**src/rtl/ann_layer_mac.sv**
```systemverilog
// ann_layer_mac: time-multiplexed fully-connected ANN layer with one MAC, writable weight RAM and ReLU/hard-sigmoid activation
module ann_layer_mac #(
  parameter int N_IN = 30,
  parameter int N_OUT = 5,
  parameter int DW = 10,
  parameter int WW = 10,
  parameter int FRAC = 8,
  localparam int NW = N_IN * N_OUT,
  localparam int AW = NW > 1 ? $clog2(NW) : 1
) (
  input  logic                  Clock,
  input  logic                  Rst,
  input  logic                  Start,
  input  logic                  act_mode,
  input  logic [N_IN*DW-1:0]    in,
  input  logic                  wr_en,
  input  logic [AW-1:0]         wr_addr,
  input  logic [WW-1:0]         wr_data,
  output logic [N_OUT*DW-1:0]   out,
  output logic                  busy,
  output logic                  done
);
  localparam int ACW = DW + WW + $clog2(N_IN) + 1;
  localparam int PW = DW + WW + 1;
  localparam int IW = N_IN > 1 ? $clog2(N_IN) : 1;
  localparam int NB = N_OUT > 1 ? $clog2(N_OUT) : 1;
  localparam logic signed [ACW-1:0] MAXV = {{(ACW-DW){1'b0}}, {DW{1'b1}}};
  localparam logic signed [ACW-1:0] HALF = ACW'(2 ** (DW - 1));
  typedef enum logic [1:0] {IDLE, MAC, WB, DONE} state_t;
  state_t state;
  logic [WW-1:0] w_ram [NW];
  logic [N_IN*DW-1:0] in_lat;
  logic mode;
  logic signed [ACW-1:0] acc, x, y;
  logic signed [PW-1:0] prod;
  logic [IW-1:0] i;
  logic [NB-1:0] n;
  logic [AW-1:0] ra;
  logic [DW-1:0] res;
  always_comb begin
    ra = AW'(32'(n) * N_IN + 32'(i));
    prod = PW'($signed({1'b0, in_lat[32'(i)*DW +: DW]})) * PW'($signed(w_ram[ra]));
    x = acc >>> FRAC;
    y = mode ? (x >>> 2) + HALF : x;
    res = y[ACW-1] ? '0 : (y > MAXV) ? '1 : y[DW-1:0];
  end
  always_ff @(posedge Clock)
    if (wr_en && (state == IDLE || state == DONE) && 32'(wr_addr) < NW) w_ram[wr_addr] <= wr_data;
  always_ff @(posedge Clock) begin
    if (!Rst) begin
      state <= IDLE;
      out <= '0;
      busy <= 1'b0;
      done <= 1'b0;
      acc <= '0;
      i <= '0;
      n <= '0;
      in_lat <= '0;
      mode <= 1'b0;
    end else begin
      done <= 1'b0;
      case (state)
        IDLE, DONE: begin
          busy <= Start;
          state <= Start ? MAC : IDLE;
          if (Start) begin
            in_lat <= in;
            mode <= act_mode;
            acc <= '0;
            i <= '0;
            n <= '0;
          end
        end
        MAC: begin
          acc <= acc + ACW'(prod);
          if (i == IW'(N_IN - 1)) state <= WB;
          else i <= i + 1'b1;
        end
        WB: begin
          out[32'(n)*DW +: DW] <= res;
          acc <= '0;
          i <= '0;
          if (n == NB'(N_OUT - 1)) begin
            state <= DONE;
            busy <= 1'b0;
            done <= 1'b1;
          end else begin
            n <= n + 1'b1;
            state <= MAC;
          end
        end
        default: state <= IDLE;
      endcase
    end
  end
endmodule

```
**config.mk**
```make
export PLATFORM = sky130hd
export DESIGN_NAME = ann_layer_mac
export DESIGN_NICKNAME = d
export VERILOG_FILES = /design/src/rtl/ann_layer_mac.sv
export SDC_FILE = /design/constraint.sdc
export NUM_CORES = 2
export LEC_CHECK = 0
export ABC_AREA = 1
export BUFFER_PORTS_ARGS = -buffer_cell sky130_fd_sc_hd__buf_2
export CAP_MARGIN = 25
export CORE_ASPECT_RATIO = 1.5
export CORE_MARGIN = 5
export CORE_UTILIZATION = 23
export CTS_CLUSTER_SIZE = 25
export DETAILED_ROUTE_END_ITERATION = 8
export GPL_TIMING_DRIVEN = 0
export PLACE_DENSITY_LB_ADDON = 0.2
export RECOVER_POWER = 50
export REMOVE_ABC_BUFFERS = 1
export SLEW_MARGIN = 20
export SYNTH_ARGS = -nofsm -noshare
export SYNTH_HDL_FRONTEND = slang
export SYNTH_SLANG_ARGS = --single-unit
```
**constraint.sdc**
```tcl
create_clock -name Clock -period 9.1 [get_ports Clock]
set_clock_uncertainty 0.1 [all_clocks]
set_input_delay 0.455 -clock Clock [delete_from_list [all_inputs] [get_ports Clock]]
set_output_delay 0.455 -clock Clock [all_outputs]
set_load 0.01 [all_outputs]
```
# Word level (Yosys, flattened, before mapping)
# Memories as Yosys holds them, arrays and structs flattened.
# Cells that the tools add are included.
[word_totals] input_bits=323 wordCells=67 ram_bits=1500 output_inout_bits=52 mem_count=1 ff_bits=389
[op_classes] order_cmp=2 n_reduce_logical=11 mul=4 n_eq_ne=10 n_addsub=6 shifts=3 mux=21
[mem_list] memory="w_ram" words=150 width=10 rd=1 rd_ports_with_merged_regs=0 write_ports=1 line="31" rtl="logic [WW-1:0] w_ram [NW];"
[op_table] cell="$shiftx 300x10->10" count=1
[op_table] cell="$pmux 26 s3" count=1
[op_table] cell="$mux 26" count=2
[op_table] cell="$bwmux 50" count=1
[op_table] cell="$shift 10x34->50 const A" count=1
[op_table] cell="$shiftx 10x34->50" count=1
[op_table] cell="$neg 7->34" count=1
[op_table] cell="$add 26x21->26" count=1
[op_table] cell="$gt 26x11->1 const B" count=1
[op_table] cell="$mul 11x10->21" count=1
[op_table] cell="$mux 10" count=2
[op_table] cell="$add 16x11->17 const B" count=1
[op_table] cell="$pmux 5 s3" count=1
[op_table] cell="$mux 5" count=2
[op_table] cell="$ne 2x2->1 const B" count=5
[op_table] cell="$add 8x5->8" count=1
[op_table] cell="$lt 8x8->1 const B" count=1
[op_table] cell="$mul 5x3->8 const B" count=1
[op_table] cell="$reduce_and 2->1" count=4
[op_table] cell="$mul 3x4->7 const B" count=1
[op_table] cell="$mul 3x3->6 const B" count=1
[op_table] cell="$mux 3" count=2
[op_table] cell="$pmux 2 s3" count=1
[op_table] cell="$pmux 3 s2" count=1
[op_table] cell="15 further kinds" count=22

# Depth between registers and ports, before layout
[logic_depth] word_depth=7 depth_mapped=44 mapped_depth_nobuf=42

# Worst setup path before layout
# OpenSTA, ideal clock, no wires.
[synth_path] path_type="reg2reg" startpoint="reg n[0]" endpoint="reg acc[18]" path_buffers=4 setup_ns=0.132 path_stages_with_launch=42 required_time_ns=8.868 period_less_slack_ns=8.054 setup_slack_ns=1.046 t_arrival_ns=7.821 cell_sequence="dfxtp_1 > buf_4 > inv_2 > clkbuf_1 > fa_1 > inv_2 > nand2_1 > and2_1 > ha_1 > ha_1 > inv_1 > o21ai_0 > nor2_1 > xnor2_1 > inv_1 > buf_2 > buf_2 > nand3_1 > (+6 left out) > fa_1 > fa_1 > inv_1 > fa_1 > inv_1 > fa_1 > inv_1 > ha_1 > nand2_1 > o21ai_0 > a21oi_1 > o21ai_0 > nand3_1 > nand2_1 > a21oi_1 > o21ai_0 > a21o_1 > a21oi_1"
[synth_via] elab_chain_cells=6
[synth_rtl] item="start, declared" line="37" rtl="logic [NB-1:0] n;"
[synth_rtl] item="start signal, assigned" line="88" rtl="n <= n + 1'b1;"
[synth_rtl] item="$mul 3x4->7" line="41" rtl="ra = AW'(32'(n) * N_IN + 32'(i));"
[synth_rtl] item="$add 8x5->8" line="41"
[synth_rtl] item="$mem_v2 150x10"
[synth_rtl] item="$mul 11x10->21" line="42" rtl="prod = PW'($signed({1'b0, in_lat[32'(i)*DW +: DW]})) * PW'($signed(w_ram[ra]));"
[synth_rtl] item="$add 26x21->26" line="75" rtl="acc <= acc + ACW'(prod);"
[synth_rtl] item="$pmux 26 s3" line="62" rtl="case (state)"
[synth_rtl] item="end signal, assigned" line="75"
[synth_rtl] item="end, declared" line="34" rtl="logic signed [ACW-1:0] acc, x, y;"
# Every way passes these cells.
# A chain may end at the register's enable or synchronous reset.

# Worst setup path in the final report
[layout_path] startpoint="reg n[1]" endpoint="reg acc[17]"
# Same word-level chain as after synthesis.

==> flow_summary_export.csv <==
group,metric,value,unit
worst_setup_path,required,9.72,ns
detailed_routing,drt_iter0_markers,5044,
timing,slew_headroom,-271,%
clock_network,clock-sinks,1889,
detailed_routing,wl,304000,um
global_routing,grt_pass1_wl,434000,um
worst_setup_path,crit_type,"flip-flop to flip-flop",
place,dp_cells,12500,
power,clock_power_share,30.3,%
timing,drv_slew,1704,
floorplanning,core,0.360,mm^2
detailed_routing,met1Wirelength,125000,um
clock_network,clk_latency,0.91,ns
worst_setup_path,critical_path.slowest_cell,"fa_4",
worst_setup_path,slowest_delay,0.89,ns
global_routing,grt_use_total,15.4,%
power,power.total,26.8,mW
detailed_routing,postRouteAntennaNets,0,
power,power_frac_seq,36.0,%
layout,finalNonFillerCells,13300,
timing,fin_hold_ws,0.0414,ns
logic_synthesis,synth_area_leaders,"edfxtp_1, dfxtp_1, nand2_1",
worst_hold_path,hold_path.class,"input pin to flip-flop",
power,power.density,263,mW/mm^2
clock_network,htree_levels,4,
power,leakage,36.7,nW
logic_synthesis,synth.top_cell.area_share,54.2,%
logic_synthesis,synth_top_area_cell,"edfxtp_1",
power,ir_drop,0.000264,V
timing,setup_violations,0,
worst_setup_path,cpMostUsedCell,"fa_1",
logic_synthesis,ys.flop_type,"edfxtp_1",
detailed_routing,highest_layer,"met5",
power,power_switching,9.67,mW
timing,tns,0,ns
run,drv_cap,23,
detailed_routing,wl_met3,17000,um
power,p_int,17.2,mW
worst_setup_path,cp.arrival,9.49,ns
worst_setup_path,path_max_fanout,40,
detailed_routing,first_pass_iters,6,
floorplanning,start_util,23.1,%
logic_synthesis,synth-seq-area-share,63.6,%
timing,worst_slack,0.232,ns
detailed_routing,wire_per_inst,22.8,um
detailed_routing,drc_errors,0,
clock_network,cts_buffers,203,
power,p_comb_share,33.8,%
logic_synthesis,yosys.cell_count.top_type,"edfxtp_1",
timing,fin_crit_sh,97.4,%
logic_synthesis,synth-edff-count,1500,
global_routing,grt_pass1_vias,61900,
detailed_routing,met2_wirelength,150000,um
place,pre_cts_slack,-2.95,ns
layout,area_growth,23.0,%
place,dpl.hpwl,185000,um
floorplanning,pin_count,375,
logic_synthesis,synth_cells,7785,
floorplanning,rows,270,
detailed_routing,viasPerCell,4.72,
logic_synthesis,synth_area_per_cell,10.7,um^2
timing,worstMarginPinSlew,5.56,ns
place,io_buffers,374,
layout,layout-drive-gt1-share,11.8,%
logic_synthesis,yosys-top-cells-count,"edfxtp_1, nand2_1, nor2_1",
timing,fmax,0.113,GHz
logic_synthesis,yosysWarnings,0,
clock_network,cts_tree,"built",
clock_network,clock_path_buffers,4,
floorplanning,die_w,501,um
outcome,status,"finished with violations",
global_routing,grt_max_degree,143,
floorplanning,die_area,0.374,mm^2
floorplanning,dieHeight,746,um
layout,fill_cells,37500,
clock_network,path_clk_slew,0.06,ns
power,switching_share,36.1,%
clock_network,clockRootBuffer,"clkbuf_16",
worst_setup_path,start_kind,"flip-flop",
logic_synthesis,ys_async_sr_fraction,0,%
detailed_routing,vias,62900,
timing,final.min_clock_period,8.87,ns
logic_synthesis,ys_ff_latch,1889,
worst_setup_path,rrSetupSlack,0.23,ns
outcome,violations,"max-capacitance violations, max-slew violations",
timing,hold_viol_final,0,
place,place_congestion,0.823,
global_routing,grt_antenna_before_repair,23,
logic_synthesis,synth_area,0.0831,mm^2
layout,layout.nets,8899,
global_routing,grt_overflow_total,0,
logic_synthesis,synth.distinct_cells,65,
worst_setup_path,end_kind,"flip-flop",
## flip-flops by register name (all words and copies together) (netlist names)
register and flops:
in_lat 300, out 50, acc 26, busy 1
mode 1, w_ram 1500, n 3, state 2
done 1, i 5
## cell usage in the layout, fill, tap and decap left out, drive strengths merged, types with 13 or more instances in the layout
cell type / n
dfxtp: 389
inv: 333
nand3: 613
a21oi: 760
a221oi: 36
dlygate4sd3: 333
or2: 16
fa: 87
o22ai: 22
clkinv: 91
a32o: 48
edfxtp: 1500
clkbuf: 340
bufinv: 13
o211ai: 48
buf: 499
clkinvlp: 13
ha: 101
a22oi: 18
nand4: 41
nor3: 15
a221o: 211
diode: 22
nand2: 1464
nor2: 948
o21ai: 480
## metrics by stage
step	utilization (%)	area, um^2
finish	28.4	102000
global route	28.4	102000
CTS	28.3	102000
detailed placement	25.4	91300
global placement	24.5	88300
floorplan	-	80400
## final timing paths
path                                   from          end  cells after the start
worst min register to register  in_lat[229]  in_lat[229]                      2
worst min-delay path                in[108]  in_lat[108]                      3
worst max register to register         n[1]      acc[17]                     35
worst max-delay path                   n[1]      acc[17]                     35
## cell type report
type / instances / area [um^2] / share of cell area (%)
Sequential cell: 1889 / 52900 / 51.7
Multi-Input combinational cell: 5026 / 27100 / 26.5
Timing Repair Buffer: 930 / 8520 / 8.34
Tap cell: 4760 / 5960 / 5.83
Clock buffer: 254 / 5390 / 5.28
Inverter: 336 / 1380 / 1.35
Clock inverter: 112 / 925 / 0.905
Antenna cell: 22 / 55.1 / 0.0539
Timing Repair inverter: 2 / 18.8 / 0.0184
## layer usage
metal / up-vias / global-route usage, %
li1: 28900 / -
met1: 31500 / 19.1
met5: - / 0
met4: 12 / 5.94
met2: 1984 / 26.9
met3: 490 / 2.19
## power by group through the flow
| stage | clock network [mW] | registers [mW] | logic [mW] |
|---|---|---|---|
| after floorplan | 0 | 9.87 | 5.33 |
| after global placement | 0 | 10.0 | 8.34 |
| after detailed placement | 0 | 9.81 | 8.03 |
| after CTS | 8.33 | 9.62 | 8.71 |
| after global routing | 8.67 | 9.67 | 10.0 |
| final | 8.12 | 9.65 | 9.06 |
## worst max-delay path: cells and delay by family (launching register included)
family	cells	cell delay [ns]
adder cells (fa/ha/maj)	8	3.82
AO/OA/AOI/OAI	8	1.44
flip-flops	1	0.39
buffers and inverters	11	1.40
AND/OR/NAND/NOR	8	1.40
## cell families (layout without fill, tap and decap cells)
kind of cell             after synthesis  count (layout)  share of synthesized area (%)
adder cells (fa/ha/maj)              188             188                           3.62
flip-flops                          1889            1889                           63.6
AND/OR/NAND/NOR                     3113            3113                           15.3
XOR/XNOR                              13              13                          0.164
other                                  0              22                              0
buffers and inverters                870            1634                           4.74
AO/OA/AOI/OAI                       1710            1710                           12.6
multiplexers                           2               2                         0.0241
## timing repair
item | 4_1_cts | 5_1_grt
cloned | 15 | 5
setup endpoints to repair | 22 | 14
buffers inserted | 18 | 20
hold endpoints to repair | 890 | 0
hold buffers | 333 | 0
pin swaps | 6 | 17
resized for setup | 89 | 56
Power figures use the tool's default switching activity.
